<file path="config.mk">
export PLATFORM = sky130hd
export DESIGN_NAME = lcd_bus_scheduler
export DESIGN_NICKNAME = d
export VERILOG_FILES = /design/src/rtl/lcd_pkg.sv /design/src/rtl/lcd_bus_scheduler_arbiter.sv /design/src/rtl/lcd_bus_scheduler.sv
export SDC_FILE = /design/constraint.sdc
export NUM_CORES = 1
export LEC_CHECK = 0
export ABC_AREA = 1
export BUFFER_PORTS_ARGS = -buffer_cell sky130_fd_sc_hd__clkbuf_2
export CORE_MARGIN = 2
export CORE_UTILIZATION = 35
export CTS_CLUSTER_DIAMETER = 50
export DETAILED_ROUTE_END_ITERATION = 10
export SKIP_CTS_REPAIR_TIMING = 1
export SYNTH_ARGS = -nofsm -noshare
export SYNTH_HDL_FRONTEND = slang
export SYNTH_HIERARCHICAL = 1
export SYNTH_SLANG_ARGS = --single-unit
export TNS_END_PERCENT = 20
</file>
<file path="constraint.sdc">
create_clock -name clk -period 2 [get_ports clk]
set_input_delay 0.1 -clock clk [delete_from_list [all_inputs] [get_ports clk]]
set_output_delay 0.1 -clock clk [all_outputs]
set_load 0.01 [all_outputs]
</file>
<file path="src/rtl/lcd_pkg.sv">
// Shared state encoding, command constants and init ROM for the LCD bus scheduler.
// The init ROM exists only when LCD_SCHED_INIT_EN is defined.
package lcd_pkg;

    typedef enum logic [2:0] {
        ST_INIT_WAIT = 3'd0,
        ST_INIT_CMD  = 3'd1,
        ST_IDLE      = 3'd2,
        ST_SETUP     = 3'd3,
        ST_STROBE    = 3'd4,
        ST_HOLD      = 3'd5,
        ST_EXEC      = 3'd6
    } lcd_sched_state_t;

    localparam logic [7:0] LCD_CMD_CLEAR = 8'h01;
    localparam logic [7:0] LCD_CMD_HOME  = 8'h02;
    localparam int         LCD_INIT_LEN  = 4;

`ifdef LCD_SCHED_INIT_EN
    localparam logic [7:0] LCD_INIT_SEQ [0:LCD_INIT_LEN-1] = '{8'h38, 8'h0C, 8'h01, 8'h06};
`endif

    // Clear and home are the only instructions needing the long execution wait.
    function automatic logic lcd_is_slow_cmd(input logic rs, input logic [7:0] data);
        return (rs == 1'b0) && ((data == LCD_CMD_CLEAR) || (data == LCD_CMD_HOME));
    endfunction

endpackage

</file>
<file path="src/rtl/lcd_bus_scheduler_arbiter.sv">
// Two-way round-robin arbiter; a grant is an accept, so the pointer
// always moves past whichever port was just granted.
module lcd_rr_arbiter (
    input  logic       clk,
    input  logic       reset,
    input  logic [1:0] req,
    input  logic       enable,
    output logic [1:0] grant
);

    logic ptr_q;
    logic ptr_d;

    // Grant selection and next pointer (0 = port A, 1 = port B).
    always_comb begin
        grant = 2'b00;
        ptr_d = ptr_q;
        if (enable) begin
            case (req)
                2'b01:   grant = 2'b01;
                2'b10:   grant = 2'b10;
                2'b11:   grant = ptr_q ? 2'b10 : 2'b01;
                default: grant = 2'b00;
            endcase
        end else begin
            grant = 2'b00;
        end
        if (grant[0]) begin
            ptr_d = 1'b1;
        end else if (grant[1]) begin
            ptr_d = 1'b0;
        end else begin
            ptr_d = ptr_q;
        end
    end

    // Pointer register.
    always_ff @(posedge clk) begin
        if (reset) begin
            ptr_q <= 1'b0;
        end else begin
            ptr_q <= ptr_d;
        end
    end

endmodule

</file>
<file path="src/rtl/lcd_bus_scheduler.sv">
// HD44780 bus sequencer shared by two writers. Define LCD_SCHED_INIT_EN to
// compile in the power-on wait and the four-command init sequence.
module lcd_bus_scheduler
    import lcd_pkg::*;
#(
    parameter int SETUP_CYC     = 2,
    parameter int E_HIGH_CYC    = 12,
    parameter int HOLD_CYC      = 1,
    parameter int EXEC_CYC      = 960,
    parameter int CLEAR_CYC     = 39360,
    parameter int INIT_WAIT_CYC = 360000
) (
    input  logic       clk,
    input  logic       reset,
    input  logic       a_valid,
    input  logic       a_rs,
    input  logic [7:0] a_data,
    output logic       a_ready,
    input  logic       b_valid,
    input  logic       b_rs,
    input  logic [7:0] b_data,
    output logic       b_ready,
    output logic [7:0] d,
    output logic       e,
    output logic       rs,
    output logic       busy,
    output logic       init_done
);

    function automatic int max2(input int x, input int y);
        return (x > y) ? x : y;
    endfunction

    localparam int MAX_CYC = max2(max2(max2(SETUP_CYC, E_HIGH_CYC), max2(HOLD_CYC, EXEC_CYC)),
                                  max2(CLEAR_CYC, INIT_WAIT_CYC));
    localparam int CW = $clog2(MAX_CYC) + 1;

`ifdef LCD_SCHED_INIT_EN
    localparam lcd_sched_state_t RESET_ST  = ST_INIT_WAIT;
    localparam int               RESET_CNT = INIT_WAIT_CYC - 1;
`else
    localparam lcd_sched_state_t RESET_ST  = ST_IDLE;
    localparam int               RESET_CNT = 0;
`endif

    // The counter is loaded with N-1 on entry so a state lasts exactly N cycles.
    function automatic logic [CW-1:0] cyc_load(input int n);
        return CW'(n - 1);
    endfunction

    lcd_sched_state_t state_q, state_d;
    logic [CW-1:0]    cnt_q, cnt_d;
    logic [7:0]       d_q, d_d;
    logic             rs_q, rs_d;
    logic             e_q, e_d;
    logic             busy_q, busy_d;
    logic             init_done_q, init_done_d;
    logic [1:0]       grant_s;
`ifdef LCD_SCHED_INIT_EN
    logic [1:0]       idx_q, idx_d;
`endif

    lcd_rr_arbiter u_arb (
        .clk    (clk),
        .reset  (reset),
        .req    ({b_valid, a_valid}),
        .enable ((state_q == ST_IDLE) && init_done_q),
        .grant  (grant_s)
    );

    assign a_ready   = grant_s[0];
    assign b_ready   = grant_s[1];
    assign d         = d_q;
    assign rs        = rs_q;
    assign e         = e_q;
    assign busy      = busy_q;
    assign init_done = init_done_q;

    // Next-state, counter and bus-output logic.
    always_comb begin
        state_d     = state_q;
        cnt_d       = cnt_q;
        d_d         = d_q;
        rs_d        = rs_q;
        e_d         = e_q;
`ifdef LCD_SCHED_INIT_EN
        init_done_d = init_done_q;
        idx_d       = idx_q;
`else
        init_done_d = 1'b1;
`endif
        case (state_q)
`ifdef LCD_SCHED_INIT_EN
            ST_INIT_WAIT: begin
                if (cnt_q == '0) begin
                    state_d = ST_INIT_CMD;
                end else begin
                    cnt_d = cnt_q - CW'(1);
                end
            end
            ST_INIT_CMD: begin
                d_d     = LCD_INIT_SEQ[idx_q];
                rs_d    = 1'b0;
                state_d = ST_SETUP;
                cnt_d   = cyc_load(SETUP_CYC);
            end
`endif
            ST_IDLE: begin
                if (grant_s[1]) begin
                    d_d     = b_data;
                    rs_d    = b_rs;
                    state_d = ST_SETUP;
                    cnt_d   = cyc_load(SETUP_CYC);
                end else if (grant_s[0]) begin
                    d_d     = a_data;
                    rs_d    = a_rs;
                    state_d = ST_SETUP;
                    cnt_d   = cyc_load(SETUP_CYC);
                end else begin
                    state_d = ST_IDLE;
                end
            end
            ST_SETUP: begin
                if (cnt_q == '0) begin
                    state_d = ST_STROBE;
                    e_d     = 1'b1;
                    cnt_d   = cyc_load(E_HIGH_CYC);
                end else begin
                    cnt_d = cnt_q - CW'(1);
                end
            end
            ST_STROBE: begin
                if (cnt_q == '0) begin
                    state_d = ST_HOLD;
                    e_d     = 1'b0;
                    cnt_d   = cyc_load(HOLD_CYC);
                end else begin
                    cnt_d = cnt_q - CW'(1);
                end
            end
            ST_HOLD: begin
                if (cnt_q == '0) begin
                    state_d = ST_EXEC;
                    cnt_d   = lcd_is_slow_cmd(rs_q, d_q) ? cyc_load(CLEAR_CYC) : cyc_load(EXEC_CYC);
                end else begin
                    cnt_d = cnt_q - CW'(1);
                end
            end
            ST_EXEC: begin
                if (cnt_q == '0) begin
`ifdef LCD_SCHED_INIT_EN
                    if (init_done_q) begin
                        state_d = ST_IDLE;
                    end else if (idx_q == 2'(LCD_INIT_LEN - 1)) begin
                        init_done_d = 1'b1;
                        state_d     = ST_IDLE;
                    end else begin
                        idx_d   = idx_q + 2'd1;
                        state_d = ST_INIT_CMD;
                    end
`else
                    state_d = ST_IDLE;
`endif
                end else begin
                    cnt_d = cnt_q - CW'(1);
                end
            end
            default: begin
                state_d = RESET_ST;
                cnt_d   = CW'(RESET_CNT);
                e_d     = 1'b0;
            end
        endcase
        busy_d = (state_d != ST_IDLE);
    end

    // State and output registers; reset abandons any strobe in flight.
    always_ff @(posedge clk) begin
        if (reset) begin
            state_q     <= RESET_ST;
            cnt_q       <= CW'(RESET_CNT);
            d_q         <= 8'h00;
            rs_q        <= 1'b0;
            e_q         <= 1'b0;
            busy_q      <= (RESET_ST != ST_IDLE);
            init_done_q <= 1'b0;
`ifdef LCD_SCHED_INIT_EN
            idx_q       <= 2'd0;
`endif
        end else begin
            state_q     <= state_d;
            cnt_q       <= cnt_d;
            d_q         <= d_d;
            rs_q        <= rs_d;
            e_q         <= e_d;
            busy_q      <= busy_d;
            init_done_q <= init_done_d;
`ifdef LCD_SCHED_INIT_EN
            idx_q       <= idx_d;
`endif
        end
    end

endmodule

</file>
# Word-level counts from Yosys, hierarchy flattened
# Index checks and enable logic that the tools add are counted.
[totals] regBits=36 latchBits=0 mem_bits_rw=0 mem_bits_ro=0 output_inout_bits=14 elab_cells=63 mem_count=0
[op_classes] addsub=1 multipliers=0 div_mod_pow=0 magnitude_cmp=0 eq_ne=15 n_shift=0 muxes=28 n_bitwise=2 n_reduce_logical=9
[op_table] op="20-bit 2-to-1 mux" n=6
[op_table] op="20-bit case mux with 5 select lines" n=1
[op_table] op="20-bit logical NOT" n=1
[op_table] op="20-bit by 1-bit subtractor with 20-bit output, second input constant" n=1
[op_table] op="16-bit 2-to-1 mux" n=1
[op_table] op="8-bit 2-to-1 mux" n=2
[op_table] op="3-bit case mux with 5 select lines" n=1
[op_table] op="3-bit 2-to-1 mux" n=4
[op_table] op="3-bit equality test, second input constant" n=3
[op_table] op="1-bit 2-to-1 mux" n=9
[op_table] op="8-bit by 1-bit equality test with 1-bit output, second input constant" n=1
[op_table] op="8-bit by 2-bit equality test with 1-bit output, second input constant" n=1
[op_table] op="3-bit by 2-bit equality test with 1-bit output, second input constant" n=2
[op_table] op="2-bit inequality test, second input constant" n=3
[op_table] op="2-bit case mux with 3 select lines" n=1
[op_table] op="2-bit equality test, second input constant" n=2
[op_table] op="2-bit 2-to-1 mux" n=2
[op_table] op="2-bit AND reduction" n=2
[op_table] op="3-bit by 2-bit inequality test with 1-bit output, second input constant" n=1
[op_table] op="3-bit inequality test, second input constant" n=1
[op_table] op="1-bit case mux with 3 select lines" n=1
[op_table] op="3-bit AND reduction" n=1
[op_table] op="3-bit OR reduction" n=1
[op_table] op="2-bit by 1-bit equality test with 1-bit output, second input constant" n=1
[op_table] op="other kinds (4)" n=6

# Depth between registers and ports, before layout
# Gate-level depths: netlist of run 1.
[logic_depth] ltp_word=7 mapped_depth=18 mapped_depth_nobuf=16

# By module
# The synthesis of run 1 kept the hierarchy.
[modules_own_cells] module="lcd_bus_scheduler" n_inst=1 cells_per_inst=320 area_per_inst_um2=2069.5 seq_area_each_um2=700.7
[modules_own_cells] module="lcd_rr_arbiter" n_inst=1 cells_per_inst=12 area_per_inst_um2=73.8 seq_area_each_um2=20.0

# Worst setup path before layout of run 1
# Ideal clock, no wire load.
[synth_timing] path_type="register to register" startpoint="reg state_q[1]" endpoint="reg state_q[0]" setup_time_ns=0.074 arrival_ns=2.088 t_required_ns=1.926 slack_ns=-0.162 path_stages_with_launch=14 synth_period_minus_slack_ns=2.162 path_cell_list="dfxtp_1 > inv_1 > nor2_2 > nand2_1 > nor2_1 > nand2_1 > a21oi_1 > buf_2 > inv_2 > buf_2 > a21oi_2 > buf_2 > a21oi_1 > a31oi_1"
[synth_between] word_cells_on_any_way=10
[synth_rtl] element="start, declared" line="lcd_bus_scheduler.sv:51" rtl="lcd_sched_state_t state_q, state_d;"
[synth_rtl] element="start signal, assigned" line="lcd_bus_scheduler.sv:191" rtl="state_q <= state_d;"
[synth_rtl] element="3-bit by 2-bit equality test with 1-bit output" line="lcd_bus_scheduler.sv:67" rtl=".enable ((state_q == ST_IDLE) && init_done_q),"
[synth_rtl] element="1-bit logical AND" line="lcd_bus_scheduler.sv:67"
[synth_rtl] element="2-bit 2-to-1 mux" line="lcd_bus_scheduler_arbiter.sv:18" rtl="if (enable) begin"
[synth_rtl] element="net b_ready" line="lcd_bus_scheduler.sv:22" rtl="output logic b_ready,"
[synth_rtl] element="1-bit 2-to-1 mux" line="lcd_bus_scheduler.sv:109" rtl="if (grant_s[1]) begin"
[synth_rtl] element="3-bit case mux with 5 select lines" line="lcd_bus_scheduler.sv:92" rtl="case (state_q)"
# The timed path passes the listed nets, and every way through them passes these cells.
# A chain may end at the register's enable or synchronous reset.

# Worst setup path after layout of run 1
[layout_timing] startpoint="reg state_q[1]" endpoint="reg cnt_q[15]"
[layout_between] elab_chain_len=5 word_cells_on_any_way=12
[layout_lines] element="3-bit by 2-bit equality test with 1-bit output" line="lcd_bus_scheduler.sv:67, lcd_bus_scheduler.sv:92"
[layout_lines] element="1-bit logical AND" line="lcd_bus_scheduler.sv:67"
[layout_lines] element="2-bit 2-to-1 mux" line="lcd_bus_scheduler_arbiter.sv:18"
[layout_lines] element="20-bit 2-to-1 mux or 3-bit inequality test (tied branches)"
[layout_lines] element="20-bit case mux with 5 select lines or 2-bit AND reduction (tied branches)"
[layout_lines] element="end signal, assigned" line="lcd_bus_scheduler.sv:181" rtl="cnt_q <= CW'(RESET_CNT);"
[layout_lines] element="end signal, assigned" line="lcd_bus_scheduler.sv:192" rtl="cnt_q <= cnt_d;"
[layout_lines] element="end, declared" line="lcd_bus_scheduler.sv:52" rtl="logic [CW-1:0] cnt_q, cnt_d;"
# Several ways; a longest one is shown, not always the timed one.

==> results of run 1 <==
stage by stage:
stage          total power [W]  hold WS (ps)
6_report               0.00534          51.4
4_1_cts                0.00513          46.0
2_1_floorplan          0.00344           162
3_3_place_gp           0.00416           357
5_1_grt                0.00588          54.9
3_5_place_dp           0.00421           359
cells by family (layout without fill, tap and decap cells):
group / Yosys count / in the layout
and+or+nand+nor: 186 / 186
buffers and inverters: 52 / 101
adders and majority gates: 1 / 1
xor gates and xnor gates: 10 / 10
DFF: 36 / 36
AOI/OAI and AO/OA: 47 / 47
metal layers:
layer  share of wire, %  global-route usage [%]  vias up
met5                  0                       0        -
met4                1.7                    6.17        0
met3                5.4                    4.13        8
met2                 46                    29.3       53
met1                 47                    21.5      932
li1                   -                       -     1148
critical path, stage by stage, from the launching register on:
cell and delay, ps:
sky130_fd_sc_hd__dfxtp_1 330, sky130_fd_sc_hd__inv_1 70, sky130_fd_sc_hd__nor2_2 140, sky130_fd_sc_hd__buf_4 140, sky130_fd_sc_hd__inv_2 40, sky130_fd_sc_hd__nor2_2 180, sky130_fd_sc_hd__inv_2 110, sky130_fd_sc_hd__o21ai_4 340
sky130_fd_sc_hd__buf_4 230, sky130_fd_sc_hd__nand2_2 70, sky130_fd_sc_hd__a21oi_2 130
worst max path at each step:
stage / startpoint / endpoint / slack [ps] / cells past startpoint
after floorplan: state_q[1] / cnt_q[14] / -10 / 15
final: state_q[1] / cnt_q[15] / 160 / 10
after CTS: state_q[1] / cnt_q[8] / -10 / 14
after detailed placement: state_q[1] / cnt_q[8] / 20 / 14
after global placement: state_q[1] / cnt_q[7] / 110 / 14
after global routing: state_q[1] / cnt_q[3] / -20 / 14
power groups by stage:
stage | Combinational, W | Clock, W | Sequential (W)
global placement | 0.00302 | 0 | 0.00114
finish | 0.00330 | 0.000908 | 0.00113
floorplan | 0.00229 | 0 | 0.00115
CTS | 0.00308 | 0.000922 | 0.00113
global route | 0.00377 | 0.000947 | 0.00116
detailed placement | 0.00306 | 0 | 0.00114
area by class of cell:
class | count | share of cell area, %
clock buffer | 5 | 2.56
multi-input combinational | 244 | 46.1
sequential | 36 | 26.8
inverter | 42 | 6.05
clock inverter | 3 | 3.35
tap | 75 | 3.49
timing repair buffer | 51 | 11.6
flip-flops by register name, summed over array words and instances (netlist names):
register     cells
cnt_q           20
d                8
state_q          3
busy             1
e                1
init_done        1
rs               1
u_arb/ptr_q      1
layout by cell type (no fill, tap or decap), types with 6 or more instances in the layout:
cell | netlist | routed
sky130_fd_sc_hd__nand2_2 | 8 | 10
sky130_fd_sc_hd__a31oi_1 | 10 | 10
sky130_fd_sc_hd__nor2_2 | 5 | 6
sky130_fd_sc_hd__a21oi_2 | 8 | 8
sky130_fd_sc_hd__nand3_1 | 22 | 20
sky130_fd_sc_hd__a21oi_1 | 13 | 12
sky130_fd_sc_hd__nand2_1 | 99 | 97
sky130_fd_sc_hd__buf_4 | 1 | 14
sky130_fd_sc_hd__o21ai_0 | 15 | 14
sky130_fd_sc_hd__nor2_1 | 36 | 34
sky130_fd_sc_hd__clkbuf_2 | 0 | 35
sky130_fd_sc_hd__inv_1 | 37 | 35
sky130_fd_sc_hd__dfxtp_1 | 36 | 35
==> impl_summary.md, run 1 <==
Status
The run finished with clean final reports.

Min path
The worst hold path terminates at d[2]. The worst min-delay path startpoint is b_data[2]. The min-delay analysis places its worst path in the category input pin to register.

The cell depth of the worst hold path is 3.

Worst setup path
The end of the worst register-to-register path is cnt_q[15]. Data arrives at the worst endpoint at 2080 ps. The kind of capture point of the worst setup path is a register. The required time at the endpoint of the critical path is 2230 ps.

The register-to-register setup slack is 160 ps. The startpoint identified for the worst register-to-register timing path is state_q[1]. The worst-path maximum fanout is 8. STA classifies the critical path startpoint as a register. The path type of the worst setup path is register to register.

The number of cells on the worst reg-to-reg path is 10.

Logic synthesis
The netlist uses 30 different library cells. The combined area of all synthesized cells is roughly 2100 um^2. After synthesis, the share of cell area in mux cells is 0%. A synthesized cell averages roughly 6.5 um^2. The library cell with the highest instance count after synthesis is sky130_fd_sc_hd__nand2_1. The synthesized netlist devotes less than 1% of its cell area to adder and majority cells.

The synthesized net count is around 360. The total number of yosys warnings is 6. The commonest register cell after synthesis is sky130_fd_sc_hd__dfxtp_1. In the post-synthesis netlist, the biggest area contributors are sky130_fd_sc_hd__dfxtp_1 34%, sky130_fd_sc_hd__nand2_1 17%, sky130_fd_sc_hd__inv_1 6.5%. After Yosys synthesis, XOR and XNOR cells account for 4.09% of the synthesized area.

In the synthesized netlist the async set-or-reset flop fraction comes to 0%. Summing the areas of all compound-gate instances in the mapped netlist gives 13.5% of the synthesized area. The register area share after synthesis is between 30% and 40%. The count of flip-flops with a built-in enable after synthesis is 0. The commonest cells after synthesis are 99 x sky130_fd_sc_hd__nand2_1, 37 x sky130_fd_sc_hd__inv_1, 36 x sky130_fd_sc_hd__dfxtp_1, 36 x sky130_fd_sc_hd__nor2_1, 22 x sky130_fd_sc_hd__nand3_1.

The simple-gate portion of the synthesized area is 37.8%. The largest total area in the synthesized netlist belongs to sky130_fd_sc_hd__dfxtp_1. The synthesized instance count is approximately 330. Of the post-synthesis cell area, the dominant cell type holds between 30% and 40%. The dominant combinational cell family by area after synthesis is simple AND/OR/NAND/NOR gates. The post-synthesis sequential element count is 36.

STA
The max-slew violation total from the final report is 0. The setup TNS is 0 ps. The worst clock skew is 9.87 ps. The final worst-path setup slack is 155 ps. The final hold violation count is 0. Static timing analysis puts the maximum clock frequency at 542 MHz. Setup repair after global routing could not meet its margin everywhere.

Setup violations remaining at the end of the flow were counted as 0. The transition time of the tightest slew-check pin is 414 ps. The max-slew headroom at the worst pin is 72.4%.

The final period utilization is about 92%. The time the worst path needs with I/O delays and setup is 1840 ps.

Die
In this run the vertical extent of the chip is 82.3 um. The cell row count is 28. The total core area is 5920 um^2. From left edge to right edge, the die measures 82.3 um. 36 I/O pins were placed. The effective utilization at floorplan is 36.2%. The full die area is 6770 um^2.

Power
The share of power burned in combinational logic is 61.8%. Of the total power, the share spent switching nets is around 46%. The net load switching power is 0.00247 W. The clock network fraction of design power is 17.0%. Dividing total power by cell area gives a power density of 1980 nW/um^2. VDD sags by at most 0.000893 V. Cell internal power was estimated by the tool at 0.00287 W. The register share of total power is 21.1%. For this design the static power due to leakage is 1.31 nW.

Global route
The first global-routing pass estimated approximately 9100 um of wire. The initial antenna violation count was 0. The maximum number of pins on one net before global-route repair is 20.

The number of global-route vias before repair came to 2098. For this run, the total global-route usage over all layers was measured as 17.4%. The total overflow left after global routing is 0.

Placed design
OpenSTA, run right after detailed placement, puts the worst setup slack at 15.8 ps. The placed standard-cell area is approximately 2400 um^2. The placed cell count is between 400 and 500. The number of port buffers is 35. Routability-driven placement finished with a final weighted congestion of 0.852. Once detailed placement completed, the half-perimeter wirelength came to 3960 um.

Cells and area
The total area of multi-input combinational cells is 1240 um^2. Fill cells in the final layout number between 600 and 700. Once layout is complete, the utilization of the core stands at 45.4%. The final cell area excluding filler cells is roughly 2700 um^2. Once layout is complete, the cells apart from fillers number 456. The storage element area is 722 um^2. After the last flow step, the layout net total stands at 403. The area growth from synthesis to layout is 25.5%. The layout cell share with drive strength beyond 1 is 26.5%. The antenna diode count is 0.

CTS
The clock latency on the worst-skew pair is 290 ps. The clock transition at the register clock pins on the worst setup and hold paths after CTS is 80 ps. CTS saw 36 sinks. The H-tree was split into 2 levels. The root buffer cell is sky130_fd_sc_hd__clkbuf_8. The clock passes through at most 2 buffers. The total clock buffers created by CTS is 5. The CTS tree is yes.

Detailed routing
The average wire per standard cell is 11.4 um. The detailed-routing iteration count for the pre-antenna-repair pass is 5. The number of nets with antenna violations after detailed routing is 0. The total routed wirelength is 5190 um. The mean number of vias per cell is roughly 4.7.

The via count is 2141. The number of violations reported at the end of detailed-routing iteration 0 is about 70. After detailed routing, the number of remaining DRC violations is 0.

Run
Max-cap violations in this run came to 0.
Note: power is estimated with default switching activity, not from simulation.
==> run 2, diff against run 1 <==
--- a/config.mk
+++ b/config.mk
@@ -5,7 +5,6 @@
 export SDC_FILE = /design/constraint.sdc
 export NUM_CORES = 1
 export LEC_CHECK = 0
-export ABC_AREA = 1
 export BUFFER_PORTS_ARGS = -buffer_cell sky130_fd_sc_hd__clkbuf_2
 export CORE_MARGIN = 2
 export CORE_UTILIZATION = 35
==> impl_summary.md, run 2 <==
Status
The run finished, with violations left. The checks that failed: setup timing.

Logic synthesis
The dominant combinational cell family by area after synthesis is simple AND/OR/NAND/NOR gates. The simple-gate portion of the synthesized area is 28.2% (-9.6 points). The count of flip-flops with a built-in enable after synthesis is 0 (unchanged).

The post-synthesis area per instance was 8.65 um^2 (+34%). The synthesized instance count is 240 (-28%). The commonest cells after synthesis are 36 x sky130_fd_sc_hd__dfxtp_1, 28 x sky130_fd_sc_hd__nor2_1, 25 x sky130_fd_sc_hd__nand2_1.

The portion of synthesized cell area occupied by the leading cell type is 34.7% (+1.1 points). The synthesized net count is 263 (-26%). The commonest register cell after synthesis is sky130_fd_sc_hd__dfxtp_1. The post-synthesis sequential element count was 36 (unchanged). The cell taking the most area after synthesis is sky130_fd_sc_hd__dfxtp_1. The share of synthesized area spent on multiplexers was 4.34% (+4.3 points). The library cell with the highest instance count after synthesis is sky130_fd_sc_hd__dfxtp_1. Ranked by total cell area, the synthesized netlist is headed by sky130_fd_sc_hd__dfxtp_1 35%, sky130_fd_sc_hd__nor2_1 5.1%, sky130_fd_sc_hd__xnor2_1 4.6%. The register area share after synthesis was 34.7% (+1.1 points). The area share of xor/xnor cells in the synthesized design is 5.90% (+1.8 points).

The count of different cell masters after synthesis is 58 (+93%). The post-synthesis adder-cell area fraction is 0.602% (+0.019 points). The post-synthesis compound-gate area fraction came to 22.7% (+9.2 points). The combined area of all synthesized cells is 2080 um^2 (-3.1%). The fraction of registers with async set/reset came to 0% (unchanged). The total number of yosys warnings is 6 (unchanged).

Cells and area
The antenna diode count is 0 (unchanged). The flip-flop count of the largest register, all copies and words added was 20 (unchanged). The library cell used most frequently in the layout, excluding fill and tap cells, is sky130_fd_sc_hd__buf_4. The number of fill cells is 606 (unchanged). The layout cell share with drive strength beyond 1 came to 39.0% (+13 points).

Relative to the synthesized area, the layout overhead comes to 38.4%. The final net count was 337 (-16%). The library cells used most frequently in the layout, excluding fill and tap cells, are 41 x sky130_fd_sc_hd__buf_4, 35 x sky130_fd_sc_hd__clkbuf_2, 34 x sky130_fd_sc_hd__dfxtp_1. The post-route core utilization is 49.4% (+4.0 points). The largest register by flop count is cnt_q.

STA
The max-slew violation total from the final report is 0 (unchanged). The max-slew headroom at the worst pin is 60.7% (-12 points). The final hold violation count is 0 (unchanged). The transition time of the tightest slew-check pin was 589 ps (+175 ps). The worst hold slack is 63.7 ps (+12.2 ps).

The time the worst path needs with I/O delays and setup is 2090 ps (+250 ps). The final period utilization is 105% (+13 points). The maximum clock frequency is 477 MHz (-12%). The worst clock skew is 9.90 ps (+0.0318 ps).

The final worst-path setup slack is -94.7 ps (-250 ps). Setup repair after global routing could not meet its margin everywhere. The setup TNS was -287 ps (-287 ps).

The number of setup violations in the final report is 6 (+6).

Global route
The first-pass GRT wire length is 8710 um (-4.2%). The global-route usage over all layers came to 17.1% (-0.28 points). The initial antenna violation count was 0 (unchanged). The overflow left after global routing was 0 (unchanged). The number of global-route vias before repair was 1836 (-12%). The maximum number of pins on one net before global-route repair is 25 (+25%).

CTS
The clock latency on the worst-skew pair is 300 ps (about the same). The total clock sinks is 36 (unchanged). The root buffer cell is sky130_fd_sc_hd__clkbuf_8. The buffer levels on the longest clock path came to 2 (unchanged). The depth of the CTS H-tree is 2 (unchanged).

TritonCTS built the clock tree. The clock transition at the register clock pins on the worst setup and hold paths after CTS was 80 ps (about the same). The total clock buffers created by CTS came to 5 (unchanged).

Worst setup path
In this run the critical register-to-register path is captured at cnt_q[5]. The number of cells on the worst reg-to-reg path is 11 (+1). The data arrival time at the worst-slack endpoint was 2290 ps (+210 ps).

The required time at the endpoint of the critical path came to 2200 ps (-30 ps). The path type of the worst setup path is register to register. The worst setup path is captured at a register. The kind of launch point of the worst setup path is a register. The register-to-register setup slack is -90 ps (-250 ps).

The worst-path maximum fanout is 4 (-4). The start of the worst register-to-register path is state_q[2].

Min path
The endpoint of the worst hold path is u_arb/ptr_q. The cell depth of the worst hold path came to 2 (-1). In this run the most critical hold path is launched from b_valid. The class of the tightest hold or removal check is input pin to register.

Detailed routing
The count of unresolved DRC violations after routing is 0 (unchanged). The number of violations reported at the end of detailed-routing iteration 0 is 86 (+26%). The number of nets with antenna violations after detailed routing came to 0 (unchanged).

The total routed wirelength is 5190 um (about the same). The met3 wirelength from detailed routing is 156 um (-44%). The via count is 1980 (-7.5%). The average wire per standard cell is 13.3 um (+17%). The met1 layer wirelength in the final routing came to 2560 um (+4.4%). The detailed-routing iteration count for the pre-antenna-repair pass is 6 (+1). The mean number of vias per cell is 5.08 (+8.1%). The detailed-routed wire length on met2 is 2420 um (+1.7%). Signal routing reaches up to met4.

Power
The leakage component of the power is 1.14 nW (-13%). The total design power is 0.00617 W (+16%). The highest ir drop seen on vdd is 0.000802 V (-10%).

The ratio of total power to cell area is 2150 nW/um^2 (+8.2%).

Die
The cell row count was 28 (unchanged). The height of the die came to 81.0 um (-1.5%). The full die area is 6570 um^2 (-2.9%). The boundary pin count is 36 (unchanged). The effective utilization at floorplan is 35.7% (-0.49 points). The chip width is 81.0 um (-1.5%). The total core area is 5820 um^2 (-1.8%).

Placed design
The HPWL reported at the end of detailed placement is 3830 um (-3.2%). The final weighted congestion of routability-driven global placement is 0.779 (-8.5%). The number of port buffers is 35 (unchanged). The pre-CTS setup slack was -102 ps (-118 ps).

Run
The max-capacitance violation count is 0 (unchanged).
[run 2: worst max-delay path by stage]
stage	startpoint	end	slack, ps	depth (start not counted)
global route	state_q[2]	cnt_q[10]	-190	11
detailed placement	state_q[2]	cnt_q[5]	-100	11
finish	state_q[2]	cnt_q[5]	-90	11
global placement	state_q[2]	cnt_q[6]	-150	11
CTS	state_q[2]	cnt_q[6]	-140	11
floorplan	state_q[0]	cnt_q[13]	-110	12
[run 2: critical path, cell delays in order, from the launching register on]
cell,delay [ps]
sky130_fd_sc_hd__dfxtp_2,320
sky130_fd_sc_hd__nand2b_4,140
sky130_fd_sc_hd__nor3b_4,250
sky130_fd_sc_hd__nand2_1,90
sky130_fd_sc_hd__a21oi_2,150
sky130_fd_sc_hd__nor2_2,70
sky130_fd_sc_hd__nand3b_1,170
sky130_fd_sc_hd__buf_4,150
sky130_fd_sc_hd__o31a_1,210
sky130_fd_sc_hd__nor2_2,100
sky130_fd_sc_hd__a21o_1,190
sky130_fd_sc_hd__a22o_1,170
[run 2: cell type report]
cell class | count | area (um^2) | share of cell area, %
Clock buffer | 5 | 68.8 | 2.39
Clock inverter | 3 | 42.5 | 1.48
Inverter | 4 | 15.0 | 0.522
Multi-Input combinational cell | 188 | 1420 | 49.2
Sequential cell | 36 | 723 | 25.2
Tap cell | 75 | 93.8 | 3.26
Timing Repair Buffer | 79 | 517 | 18.0
[run 2: per-stage QoR]
step / cells / instance area, um^2
after CTS: 388 / 2750
after detailed placement: 380 / 2640
final: 390 / 2880
after global routing: 390 / 2880
after floorplan: 240 / 2150
after global placement: 380 / 2640
[run 2: where the power goes]
part           internal (W)  leakage, nW  switching [W]  total [W]
clock              0.000369       0.0541       0.000285   0.000654
combinational       0.00201        0.794        0.00226    0.00427
sequential         0.000994        0.296       0.000256    0.00125
[run 2: cells by family after synthesis]
group | Yosys count
simple gates | 101
compound gates | 63
flops | 36
buf+inv | 16
xor+xnor | 14
mux | 9
fa+ha+maj | 1
[run 2: routing by layer]
layer	vias up	track usage, %
met3	7	3.33
met5	-	0
met1	917	23.9
met2	30	26.4
li1	1026	-
met4	0	5.42
==> run 3, diff against run 2 <==
--- a/config.mk
+++ b/config.mk
@@ -7,9 +7,10 @@
 export LEC_CHECK = 0
 export BUFFER_PORTS_ARGS = -buffer_cell sky130_fd_sc_hd__clkbuf_2
 export CORE_MARGIN = 2
-export CORE_UTILIZATION = 35
+export CORE_UTILIZATION = 42
 export CTS_CLUSTER_DIAMETER = 50
 export DETAILED_ROUTE_END_ITERATION = 10
+export PLACE_DENSITY = 0.65
 export SKIP_CTS_REPAIR_TIMING = 1
 export SYNTH_ARGS = -nofsm -noshare
 export SYNTH_HDL_FRONTEND = slang
==> constraint.sdc (replaced) <==
create_clock -name clk -period 1.87 [get_ports clk]
set_input_delay 0.0935 -clock clk [delete_from_list [all_inputs] [get_ports clk]]
set_output_delay 0.0935 -clock clk [all_outputs]
set_load 0.01 [all_outputs]
==> impl_summary.md, run 3 (synthesized netlist as in run 2, its figures left out) <==
Status
The run finished, with violations left. The checks that failed: setup timing.

STA
The final period utilization came to 115% (+10 points). The max-slew violation total from the final report is 0 (unchanged). The final worst-path setup slack came to -284 ps (-190 ps). The max-slew headroom at the worst pin came to 66.0% (+5.2 points).

The maximum clock frequency is 464 MHz (-2.8%). The worst clock skew is 12.2 ps (+2.32 ps). Setup repair after global routing could not meet its margin everywhere. The time the worst path needs with I/O delays and setup is 2150 ps (+59.8 ps). The transition time of the tightest slew-check pin is 511 ps (-78.6 ps). The number of setup violations in the final report is 29 (+23). The final hold violation count is 0 (unchanged). The setup TNS came to -4030 ps (-3740 ps).

Placed design
The number of port buffers is 35 (unchanged). The final weighted congestion of routability-driven global placement is 0.783 (+0.46%). The placed cell count is 382 (+0.53%). The HPWL reported at the end of detailed placement is 3890 um (+1.7%).

Cells and area
In the layout the commonest cells are 53 x sky130_fd_sc_hd__buf_4, 35 x sky130_fd_sc_hd__clkbuf_2, 33 x sky130_fd_sc_hd__dfxtp_1. The number of fill cells came to 424 (-30%). The non-filler instance count after layout is 394 (+1.0%). The flip-flop count of the largest register, all copies and words added is 20 (unchanged). The final net count is 350 (+3.9%). The register with the most flip-flops in the final layout is cnt_q. The antenna diode count is 0 (unchanged).

The layout cell share with drive strength beyond 1 came to 41.9% (+2.8 points). The library cell used most frequently in the layout, excluding fill and tap cells, is sky130_fd_sc_hd__buf_4. Compared with the post-synthesis result, the final layout area differs by 42.5%.

Global route
The global-route usage over all layers was 20.0% (+2.9 points). The first-pass GRT wire length is 8360 um (-4.0%). The number of global-route vias before repair is 1832 (-0.22%).

The maximum number of pins on one net before global-route repair is 19 (-24%). The overflow left after global routing is 0 (unchanged). The initial antenna violation count is 0 (unchanged).

CTS
The clock transition at the register clock pins on the worst setup and hold paths after CTS is 70 ps (about the same). The total clock sinks is 36 (unchanged). The buffer levels on the longest clock path is 2 (unchanged). The depth of the CTS H-tree is 2 (unchanged). The clock latency on the worst-skew pair was 300 ps (about the same).

The total clock buffers created by CTS is 5 (unchanged). TritonCTS built the clock tree. The tree is rooted in a sky130_fd_sc_hd__clkbuf_8.

Detailed routing
The detailed-routing iteration count for the pre-antenna-repair pass came to 4 (-2). The total routed wirelength is 5310 um (+2.4%). The average wire per standard cell is 13.5 um (+1.3%). The via count is 2037 (+2.9%). The number of violations reported at the end of detailed-routing iteration 0 is 140 (+63%).

The mean number of vias per cell is 5.17 (+1.8%). The number of nets with antenna violations after detailed routing is 0 (unchanged). The count of unresolved DRC violations after routing came to 0 (unchanged).

Die
The chip width is 74.3 um (-8.3%). The height of the die came to 74.3 um (-8.3%). The total core area is 4750 um^2 (-18%).

The boundary pin count is 36 (unchanged). The cell row count is 25 (-11%). The full die area is 5520 um^2 (-16%).

The effective utilization at floorplan came to 43.7% (+8.0 points).

Run
The max-capacitance violation count is 0 (unchanged).

Power
The ratio of total power to cell area is 2290 nW/um^2 (+6.6%). The highest ir drop seen on vdd was 0.00133 V (+66%). The leakage component of the power came to 1.21 nW (+6.2%).

Worst setup path
The worst-path maximum fanout is 8 (+4). STA classifies the critical path startpoint as a register. The worst setup path is captured at a register.

The worst setup path is of the register to register kind. The required time at the endpoint of the critical path is 2060 ps (-140 ps). The data arrival time at the worst-slack endpoint is 2340 ps (+50 ps).

Min path
The worst hold path belongs to the class input pin to register.
-- run 3: cell count changes in the layout (fill, tap and decap cells not counted), sizes merged --
cell      change
clkinvlp      -1
buf          +13
bufinv        -1
clkbuf        +2
clkinv        -1
-- run 3: final timing paths --
path                               endpoint  cells after the start  slack [ps]        from
worst min register to register            e                      2         490           e
worst max register to register    cnt_q[13]                     11        -280  state_q[2]
worst max-delay path              cnt_q[13]                     11        -280  state_q[2]
worst min-delay path            u_arb/ptr_q                      2          70     b_valid
-- run 3: final cells by class --
cell class,count,area (um^2),area share [%]
Sequential cell,36,724,24.5
Timing Repair Buffer,92,618,20.9
Tap cell,67,83.8,2.83
Inverter,4,15.0,0.507
Multi-Input combinational cell,188,1420,48.1
Clock buffer,7,96.3,3.25
-- run 3: layer usage --
| layer | vias to the layer above | routed length, um | track usage (%) |
|---|---|---|---|
| met5 | - | 0 | 0 |
| met4 | 0 | 106 | 8.53 |
| met3 | 7 | 240 | 4.47 |
| met2 | 45 | 2540 | 31.7 |
| met1 | 931 | 2430 | 26.4 |
| li1 | 1054 | - | - |
-- run 3: critical path, stage by stage, from the launching register on --
cell,delay (ps)
sky130_fd_sc_hd__dfxtp_2,320
sky130_fd_sc_hd__nand2b_4,150
sky130_fd_sc_hd__nor3b_4,230
sky130_fd_sc_hd__buf_6,140
sky130_fd_sc_hd__nand2_4,50
sky130_fd_sc_hd__a21oi_4,170
sky130_fd_sc_hd__nor2_4,50
sky130_fd_sc_hd__nand3b_1,190
sky130_fd_sc_hd__o31ai_4,180
sky130_fd_sc_hd__or3_1,350
sky130_fd_sc_hd__xor2_1,150
sky130_fd_sc_hd__nor2_1,50
-- run 3: report_power, final --
group	total, W	internal (W)	leakage [nW]	switching, W
registers	0.00131	0.00106	0.296	0.000244
clock network	0.000610	0.000328	0.0503	0.000282
logic	0.00486	0.00232	0.868	0.00254
total	0.00678	0.00371	1.21	0.00307
-- run 3: through the flow --
| stage | area [um^2] | total power (W) | util [%] | hold WS [ps] | setup slack [ps] |
|---|---|---|---|---|---|
| floorplan | 2180 | 0.00438 | - | 172 | -237 |
| global placement | 2730 | 0.00575 | 57.5 | 325 | -192 |
| detailed placement | 2730 | 0.00579 | 57.5 | 336 | -244 |
| CTS | 2830 | 0.00642 | 59.5 | 12.4 | -271 |
| global route | 2960 | 0.00730 | 62.3 | 103 | -381 |
| finish | 2960 | 0.00678 | 62.3 | 69.9 | -284 |
